--- src/rtl/code_converter_pkg.sv ---
// Shared mode encodings, code-range constants and the converter result payload for code_converter.
package code_converter_pkg;

    localparam int unsigned NIBBLE_W = 4;
    localparam int unsigned MODE_W   = 2;

    localparam logic [MODE_W-1:0] MODE_BIN2GRAY = 2'b00;
    localparam logic [MODE_W-1:0] MODE_GRAY2BIN = 2'b01;
    localparam logic [MODE_W-1:0] MODE_BCD2XS3  = 2'b10;
    localparam logic [MODE_W-1:0] MODE_XS32BCD  = 2'b11;

    localparam logic [NIBBLE_W-1:0] XS3_OFFSET = 4'd3;
    localparam logic [NIBBLE_W-1:0] BCD_MAX    = 4'd9;
    localparam logic [NIBBLE_W-1:0] XS3_MIN    = 4'd3;
    localparam logic [NIBBLE_W-1:0] XS3_MAX    = 4'd12;

    typedef struct packed {
        logic [NIBBLE_W-1:0] y;
        logic                err;
    } conv_result_t;

endpackage

--- src/rtl/code_converter_core.sv ---
// Combinational nibble translation: (x, mode) -> converted code and illegal-input flag.
module code_converter_core
    import code_converter_pkg::*;
(
    input  logic [NIBBLE_W-1:0] x,
    input  logic [MODE_W-1:0]   mode,
    output conv_result_t        res_c
);

    always_comb begin
        res_c = '0;
        case (mode)
            MODE_BIN2GRAY: res_c.y = x ^ (x >> 1);
            // Each binary bit is the XOR of all Gray bits at or above it.
            MODE_GRAY2BIN: res_c.y = {x[3], ^x[3:2], ^x[3:1], ^x[3:0]};
            MODE_BCD2XS3: begin
                if (x <= BCD_MAX) begin
                    res_c.y = x + XS3_OFFSET;
                end else begin
                    res_c.err = 1'b1;
                end
            end
            default: begin
                if ((x >= XS3_MIN) && (x <= XS3_MAX)) begin
                    res_c.y = x - XS3_OFFSET;
                end else begin
                    res_c.err = 1'b1;
                end
            end
        endcase
    end

endmodule

--- src/rtl/code_converter.sv ---
// Registered 4-bit code converter (Gray / XS3) with valid and error flags.
// Optional odd-parity output enabled by defining CODE_CONVERTER_PARITY_EN.
module code_converter
    import code_converter_pkg::*;
(
    input  logic              clk,
    input  logic              rst,
    input  logic              in_valid,
    input  logic [MODE_W-1:0] mode,
    input  logic              a,
    input  logic              b,
    input  logic              c,
    input  logic              d,
    output logic              e,
    output logic              f,
    output logic              g,
    output logic              h,
    output logic              out_valid,
    output logic              err
`ifdef CODE_CONVERTER_PARITY_EN
    ,
    output logic              parity
`endif
);

    conv_result_t        res_c;
    logic [NIBBLE_W-1:0] y_q;
    logic                err_q;
    logic                out_valid_q;

    code_converter_core u_core (
        .x     ({a, b, c, d}),
        .mode  (mode),
        .res_c (res_c)
    );

    // Result and error hold while idle; valid is a one-cycle strobe per accepted input.
    always_ff @(posedge clk) begin
        if (rst) begin
            y_q         <= '0;
            err_q       <= 1'b0;
            out_valid_q <= 1'b0;
        end else begin
            out_valid_q <= in_valid;
            if (in_valid) begin
                y_q   <= res_c.y;
                err_q <= res_c.err;
            end
        end
    end

`ifdef CODE_CONVERTER_PARITY_EN
    logic parity_q;

    // Odd parity over the result, so {y, parity} always carries an odd number of ones.
    always_ff @(posedge clk) begin
        if (rst) begin
            parity_q <= 1'b1;
        end else if (in_valid) begin
            parity_q <= ~(^res_c.y);
        end
    end

    assign parity = parity_q;
`endif

    assign {e, f, g, h} = y_q;
    assign out_valid    = out_valid_q;
    assign err          = err_q;

endmodule

--- config.mk ---
export PLATFORM = sky130hd
export DESIGN_NAME = code_converter
export DESIGN_NICKNAME = d
export VERILOG_FILES = /design/src/rtl/code_converter_pkg.sv /design/src/rtl/code_converter_core.sv /design/src/rtl/code_converter.sv
export SDC_FILE = /design/constraint.sdc
export NUM_CORES = 1
export LEC_CHECK = 0
export CAP_MARGIN = 20
export CORE_AREA = 2 2 39 41
export CTS_CLUSTER_DIAMETER = 150
export DETAILED_ROUTE_END_ITERATION = 6
export DIE_AREA = 0 0 41 43
export GPL_ROUTABILITY_DRIVEN = 0
export HOLD_SLACK_MARGIN = 0.03
export PLACE_DENSITY = 0.72
export SYNTH_ARGS = -nofsm -noshare
export SYNTH_HDL_FRONTEND = slang
export SYNTH_SLANG_ARGS = --single-unit
--- constraint.sdc ---
create_clock -name clk -period 1.6 [get_ports clk]
set_input_delay 0.4 -clock clk [delete_from_list [all_inputs] [get_ports clk]]
set_output_delay 0.4 -clock clk [all_outputs]
set_load 0.05 [all_outputs]
==> flow_metrics.py, run 1 <==
metrics = {
    "worst_setup_path": {
        "cp-start-kind": "input pin",
        "cp.arrival_ps": 1710,
        "cp.required_ps": 1770,
        "path_max_fanout": 5,
        "path_class": "input pin to flop",
        "worstSetupEndpointType": "flop",
    },
    "global_route": {
        "met2_usage_pct": 32.5,
        "gr-usage-met1_pct": 28.4,
        "track_usage_pct": 21.3,
        "grt_overflow_total": 0,
        "grt_max_degree": 7,
        "grt_busiest_layer": "met2",
        "antenna_found_initial": 0,
        "grt_pass1_vias": 585,
        "grt_pass1_wl_um": 2570,
        "use_met3_pct": 6.81,
    },
    "placement": {
        "port_buffers": 14,
        "dp_cells": 112,
        "dp_hpwl_um": 1230,
    },
    "finish": {
        "fin_nets": 121,
        "syn2layout_area_growth_pct": 65.3,
        "fillers": 110,
        "antenna_cells": 0,
        "fin_cells": 115,
        "final_layout_size_suffix_gt1_share_pct": 40.4,
    },
    "sta": {
        "hold_viol": 0,
        "finalSetupTns_ps": 0,
        "finClkSkew_ps": 0,
        "setup_viol": 0,
        "relSlewSlack_pct": 78.9,
        "drv_slew": 0,
        "min_period_over_period_pct": 96.2,
        "clock.fmax_mhz": 650,
        "holdWs_ps": 540,
        "worst_slew_pin_slew_ps": 316,
        "rsz0062_at_grt": "no",
        "fin_crit_ps": 1540,
    },
    "pwr": {
        "power_uw": 573,
        "peakVddDrop_mv": 0.444,
        "p_clk_share_pct": 25.5,
        "power_frac_seq_pct": 29.8,
        "switching_power_uw": 200,
        "internal-power_uw": 373,
        "p_per_area_nw_per_um2": 612,
        "leakage_nw": 0.449,
        "p_sw_share_pct": 34.9,
        "power.share.combinational_pct": 44.6,
    },
    "floorplan": {
        "initial_utilization_pct": 41.0,
        "die_h_um": 43,
        "fp-row-count": 14,
        "die_w_um": 41,
        "dieArea_sq_um": 1760,
        "core_area_sq_um": 1380,
        "pin_count": 15,
    },
    "cts": {
        "cts_tree": "built",
        "insertion_delay_ps": 250,
        "post-cts-setup-buffer-count": 0,
        "clk_pin_slew_worst_paths_ps": 50,
        "cts-root-buf": "clkbuf_4",
        "clkSinkCount": 6,
        "cts-hold-fix-buffers": 0,
        "htreeDepth": 1,
        "cts_made_buffers": 3,
        "cts_buffer_depth": 2,
    },
    "run": {
        "cap_violations": 0,
    },
    "drt": {
        "antenna_left": 0,
        "post_drt_wl_per_cell_um": 13.5,
        "drt-total-wl_um": 1550,
        "drtIter0Drc": 12,
        "drc": 0,
        "vias": 594,
        "viasPerCell": 5.17,
        "dr.pass1.iters": 4,
    },
    "synthesis": {
        "synth_nets": 85,
        "yosysWarningCount": 0,
        "ys_ff_latch": 6,
        "synth-main-ff-cell": "dfxtp_1",
        "synth_cell_type_count": 25,
        "syn_inst": 65,
        "synth-seq-area-share_pct": 21.2,
        "async_flop_share_pct": 0,
        "synth_edf_count": 0,
        "syn-cell-area_sq_um": 567,
        "syn_avg_cell_area_sq_um": 8.72,
    },
    "status": {
        "status": "finished clean",
    },
    "min_path": {
        "hold_path.class": "flop to flop",
    },
}
[worst max-delay path, stage by stage]
cell	delay (ps)
dlygate4sd2_1	270
buf_4	170
ha_1	210
a21oi_2	170
xnor2_2	140
a32oi_2	140
a211oi_2	220
[Yosys cell counts (2+ instances only)]
cell type / n / area [sq um]
inv_1: 7 / 26.3
nor2_1: 4 / 15.0
xnor2_1: 5 / 43.8
nand2_1: 4 / 15.0
a21oi_1: 6 / 30.0
o21ai_0: 4 / 20.0
ha_1: 11 / 138
dfxtp_1: 6 / 120
nor2b_1: 2 / 12.5
[registers in the layout, indices dropped and copies added, names as in the netlist]
| register | cells |
|---|---|
| err | 1 |
| y_q | 4 |
| out_valid | 1 |
[cell type report]
| cell class | instances | area [sq um] | area share [%] |
|---|---|---|---|
| clock buffer | 3 | 22.5 | 2.40 |
| inverter | 7 | 26.3 | 2.80 |
| multi-input combinational | 52 | 444 | 47.4 |
| sequential | 6 | 120 | 12.8 |
| tap | 16 | 20.0 | 2.14 |
| timing repair buffer | 31 | 304 | 32.4 |
[routing by layer]
layer,routed length [um],share of wire (%)
met1,693,45
met2,772,50
met3,59,3.8
met4,21,1.4
met5,0,0
[worst paths after layout]
| path | startpoint | end | slack [ps] | cells past startpoint |
|---|---|---|---|---|
| setup / recovery | b | y_q[3]$_SDFFE_PP0P_ | 60 | 7 |
| hold / removal | y_q[3]$_SDFFE_PP0P_ | y_q[3]$_SDFFE_PP0P_ | 540 | 2 |
| setup reg to reg | y_q[0]$_SDFFE_PP0P_ | y_q[0]$_SDFFE_PP0P_ | 760 | 3 |
| hold reg to reg | y_q[3]$_SDFFE_PP0P_ | y_q[3]$_SDFFE_PP0P_ | 540 | 2 |
[what timing repair did]
action                     in CTS  in global routing
setup endpoints to repair       5                  4
cloned                          0                  0
hold endpoints to repair        0                  0
pin swaps                       2                  3
gates resized for setup         9                  8
[cells by family (layout without fill, tap and decap cells)]
group	after synthesis	after routing	share of synthesized area [%]
AND/OR/NAND/NOR	16	16	15.9
AO/OA/AOI/OAI	19	19	24.7
adder cells (fa/ha/maj)	11	11	24.3
flip-flops	6	6	21.2
buffers and inverters	7	41	4.64
XOR/XNOR	6	6	9.27
[power by group through the flow]
stage | clock [mW] | combinational [mW] | sequential, mW
after global routing | 0.155 | 0.274 | 0.172
after detailed placement | 0 | 0.248 | 0.174
after CTS | 0.147 | 0.252 | 0.171
final | 0.146 | 0.256 | 0.171
after global placement | 0 | 0.242 | 0.174
after floorplan | 0 | 0.0857 | 0.206
[metrics by stage]
stage	instance area [sq um]	setup slack, ps	util [%]
floorplan	567	217	-
global placement	902	-450	65.2
detailed placement	902	-505	65.2
CTS	936	17.4	67.6
global route	937	1.15	67.7
finish	937	61.4	67.7
[layout by cell type (no fill, tap or decap), drive strengths merged]
cell / synthesis / routed
a32oi: 1 / 1
xor2: 1 / 1
buf: 0 / 23
clkbuf: 0 / 5
clkdlybuf4s50: 0 / 4
nor2b: 2 / 2
a21oi: 6 / 6
ha: 11 / 11
dfxtp: 6 / 6
a211oi: 2 / 2
nor3: 1 / 1
a21boi: 1 / 1
nand3: 1 / 1
o22ai: 1 / 1
dlygate4sd2: 0 / 1
nand2: 5 / 5
nand2b: 1 / 1
a41o: 1 / 1
inv: 7 / 7
o21ai: 5 / 5
clkdlybuf4s15: 0 / 1
nor2: 4 / 4
a221oi: 1 / 1
xnor2: 5 / 5
and3: 1 / 1
a31oi: 1 / 1
nand3b: 1 / 1
Note: power is estimated with default switching activity, not from simulation.
==> run 2: changes to the inputs <==
--- a/config.mk
+++ b/config.mk
@@ -13,6 +13,8 @@
 export GPL_ROUTABILITY_DRIVEN = 0
 export HOLD_SLACK_MARGIN = 0.03
 export PLACE_DENSITY = 0.72
+export RECOVER_POWER = 25
 export SYNTH_ARGS = -nofsm -noshare
 export SYNTH_HDL_FRONTEND = slang
+export SYNTH_HIERARCHICAL = 1
 export SYNTH_SLANG_ARGS = --single-unit
==> run 2 against run 1 <==
Compared with the run above:
- register-to-register slack better by 210 ps
- power is 4.4% lower
- synthesized area is 0.88% lower
- combinational power is 4% lower
- sequential cell count stayed put
- wire length is 19% lower
- final cell count is 7.0% lower
- setup slack better by 32 ps
- synthesized cell count is 3.1% lower
- critical path type unchanged
- largest power group unchanged
==> flow_metrics.py, run 2 <==
metrics = {
    "placement": {
        "dp_hpwl_um": 978,
        "port_buffers": 14,
        "dp_slack_ps": -615,
        "placed_area_sq_um": 848,
    },
    "drt": {
        "dr.pass1.iters": 2,
        "vias": 517,
        "antenna_left": 0,
        "post_drt_wl_per_cell_um": 11.7,
        "drt-total-wl_um": 1250,
        "drc": 0,
        "viasPerCell": 4.83,
        "drtIter0Drc": 1,
    },
    "synthesis": {
        "syn_inst": 63,
        "synth_cell_type_count": 26,
        "async_flop_share_pct": 0,
        "synth_edf_count": 0,
        "synth_top_area_share_pct": 24.5,
        "syn_avg_cell_area_sq_um": 8.92,
        "synth_nets": 83,
        "yosysTopAreaCell": "ha_1",
        "synth.top_cells.by_count": "11 x ha_1, 6 x dfxtp_1, 6 x nor2_1, 5 x inv_1, 5 x mux2i_1",
        "synth-main-ff-cell": "dfxtp_1",
        "synth-seq-area-share_pct": 21.4,
        "ys_ff_latch": 6,
        "synthTopCellsByArea": "ha_1 24%, dfxtp_1 21%, mux2i_1 8.9%, nor2_1 4.0%, inv_1 3.3%",
        "yosysWarningCount": 6,
        "synth_most_common_cell": "ha_1",
        "syn-cell-area_sq_um": 562,
    },
    "pwr": {
        "power.share.combinational_pct": 44.9,
        "switching_power_uw": 181,
        "power_frac_seq_pct": 30.8,
        "internal-power_uw": 367,
        "p_clk_share_pct": 24.3,
        "p_sw_share_pct": 33.1,
        "leakage_nw": 0.450,
        "peakVddDrop_mv": 0.458,
        "p_per_area_nw_per_um2": 580,
    },
    "worst_setup_path": {
        "critPathSlowestCell": "a32o_2",
        "path_class": "input pin to flop",
        "reg2reg_slack_ps": 970,
        "slowest_delay_ps": 280,
        "cp-start-kind": "input pin",
        "cp_top_family": "compound AO/OA/AOI/OAI gates",
        "cp.required_ps": 1720,
        "crit_chain": "buf_2 > inv_1 > ha_1 > nand2b_1 > a32o_2 > a31oi_1 > a22oi_1 > mux2i_1 > nor2_1",
        "path_max_fanout": 5,
        "worstSetupEndpointType": "flop",
        "crit_buf_inv": 2,
        "cp.arrival_ps": 1630,
    },
    "floorplan": {
        "die_w_um": 41,
        "initial_utilization_pct": 40.6,
        "dieArea_sq_um": 1760,
        "die_h_um": 43,
        "pin_count": 15,
        "core_area_sq_um": 1380,
        "fp-row-count": 14,
    },
    "run": {
        "cap_violations": 0,
    },
    "finish": {
        "final_common_cell": "buf_4",
        "final_area_sq_um": 945,
        "largest_reg_flops": 4,
        "regMostFlops": "y_q",
        "final_util_pct": 68.3,
        "mostFrequentLayoutCells": "11 x buf_4, 6 x nor2_1, 6 x dfxtp_1, 6 x ha_1, 5 x mux2i_1",
        "fin_nets": 113,
        "final_layout_size_suffix_gt1_share_pct": 47.3,
        "antenna_cells": 0,
        "syn2layout_area_growth_pct": 68.2,
    },
    "sta": {
        "worst_slew_pin_slew_ps": 595,
        "setup_viol": 0,
        "fin_crit_ps": 1510,
        "min_period_over_period_pct": 94.1,
        "clock.fmax_mhz": 664,
        "finClkSkew_ps": 0,
        "setup_slack_ps": 93.9,
        "rsz0062_at_grt": "no",
        "hold_viol": 0,
        "drv_slew": 0,
        "relSlewSlack_pct": 60.5,
    },
    "global_route": {
        "grt_max_degree": 10,
        "track_usage_pct": 18.3,
        "antenna_found_initial": 0,
        "grt_overflow_total": 0,
        "grt_pass1_vias": 579,
        "grt_pass1_wl_um": 2230,
    },
    "cts": {
        "htreeDepth": 1,
        "cts_buffer_depth": 2,
        "clkSinkCount": 6,
        "insertion_delay_ps": 230,
        "cts-root-buf": "clkbuf_4",
        "cts_made_buffers": 3,
        "cts-hold-fix-buffers": 0,
        "cts_tree": "built",
        "clk_pin_slew_worst_paths_ps": 40,
    },
    "status": {
        "status": "finished clean",
    },
    "min_path": {
        "hold_path.class": "flop to flop",
    },
}
run 2: cell type report:
| class | count | area (sq um) |
|---|---|---|
| Multi-Input combinational cell | 49 | 493 |
| Fill cell | 110 | 439 |
| Timing Repair Buffer | 27 | 264 |
| Sequential cell | 6 | 120 |
| Inverter | 6 | 25.0 |
| Clock buffer | 3 | 22.5 |
| Tap cell | 16 | 20.0 |
run 2: what timing repair did:
action                                  in CTS  in global routing
endpoints found under the setup margin       5                  5
gates resized for setup                     24                 18
pin swaps                                    7                  7
buffers inserted                             2                  0
run 2: metal layers:
metal	part of all wire (%)	global-route usage, %
met2	53	31.9
met5	0	0
met3	6.2	4.71
met4	0	6.00
met1	41	20.1
run 2: worst reg2reg max path: stages, from the launching register on:
cell	delay [ps]
dfxtp_1	330
mux2i_1	130
nor2_1	50
run 2: through the flow:
stage / std cells / TNS, ps / hold WS, ps / power [mW]
floorplan: 63 / 0 / 472 / 0.290
global placement: 102 / -2640 / 545 / 0.398
detailed placement: 102 / -2780 / 545 / 0.400
CTS: 107 / 0 / 554 / 0.555
global route: 107 / 0 / 568 / 0.590
finish: 107 / 0 / 497 / 0.548
run 2: cells by family (layout without fill, tap and decap cells):
logic type               Yosys count  count (layout)  synth area share, %
AO/OA/AOI/OAI                     12              12                 16.5
XOR/XNOR                           4               4                 6.24
adder cells (fa/ha/maj)           11              11                 24.5
buffers and inverters              8              36                 6.90
flip-flops                         6               6                 21.4
multiplexers                       5               5                 8.91
AND/OR/NAND/NOR                   17              17                 15.6
run 2: worst paths after layout:
kind	cells after the start	end	startpoint
max	9	y_q[3]$_SDFFE_PP0P_	d
min	2	y_q[2]$_SDFFE_PP0P_	y_q[2]$_SDFFE_PP0P_
max reg2reg	2	y_q[0]$_SDFFE_PP0P_	y_q[0]$_SDFFE_PP0P_
min reg2reg	2	y_q[2]$_SDFFE_PP0P_	y_q[2]$_SDFFE_PP0P_
run 2: power groups by stage:
stage	clock, mW	sequential, mW	combinational, mW
CTS	0.141	0.171	0.242
floorplan	0	0.203	0.0862
global placement	0	0.174	0.224
finish	0.133	0.169	0.246
detailed placement	0	0.173	0.226
global route	0.153	0.170	0.268
==> run 3: changes to the inputs <==
--- a/config.mk
+++ b/config.mk
@@ -14,6 +14,7 @@
 export HOLD_SLACK_MARGIN = 0.03
 export PLACE_DENSITY = 0.72
 export RECOVER_POWER = 25
+export SLEW_MARGIN = 20
 export SYNTH_ARGS = -nofsm -noshare
 export SYNTH_HDL_FRONTEND = slang
 export SYNTH_HIERARCHICAL = 1
==> results of run 3 <==
Same layout as run 2: the final DEF is identical, and so are final timing and power.
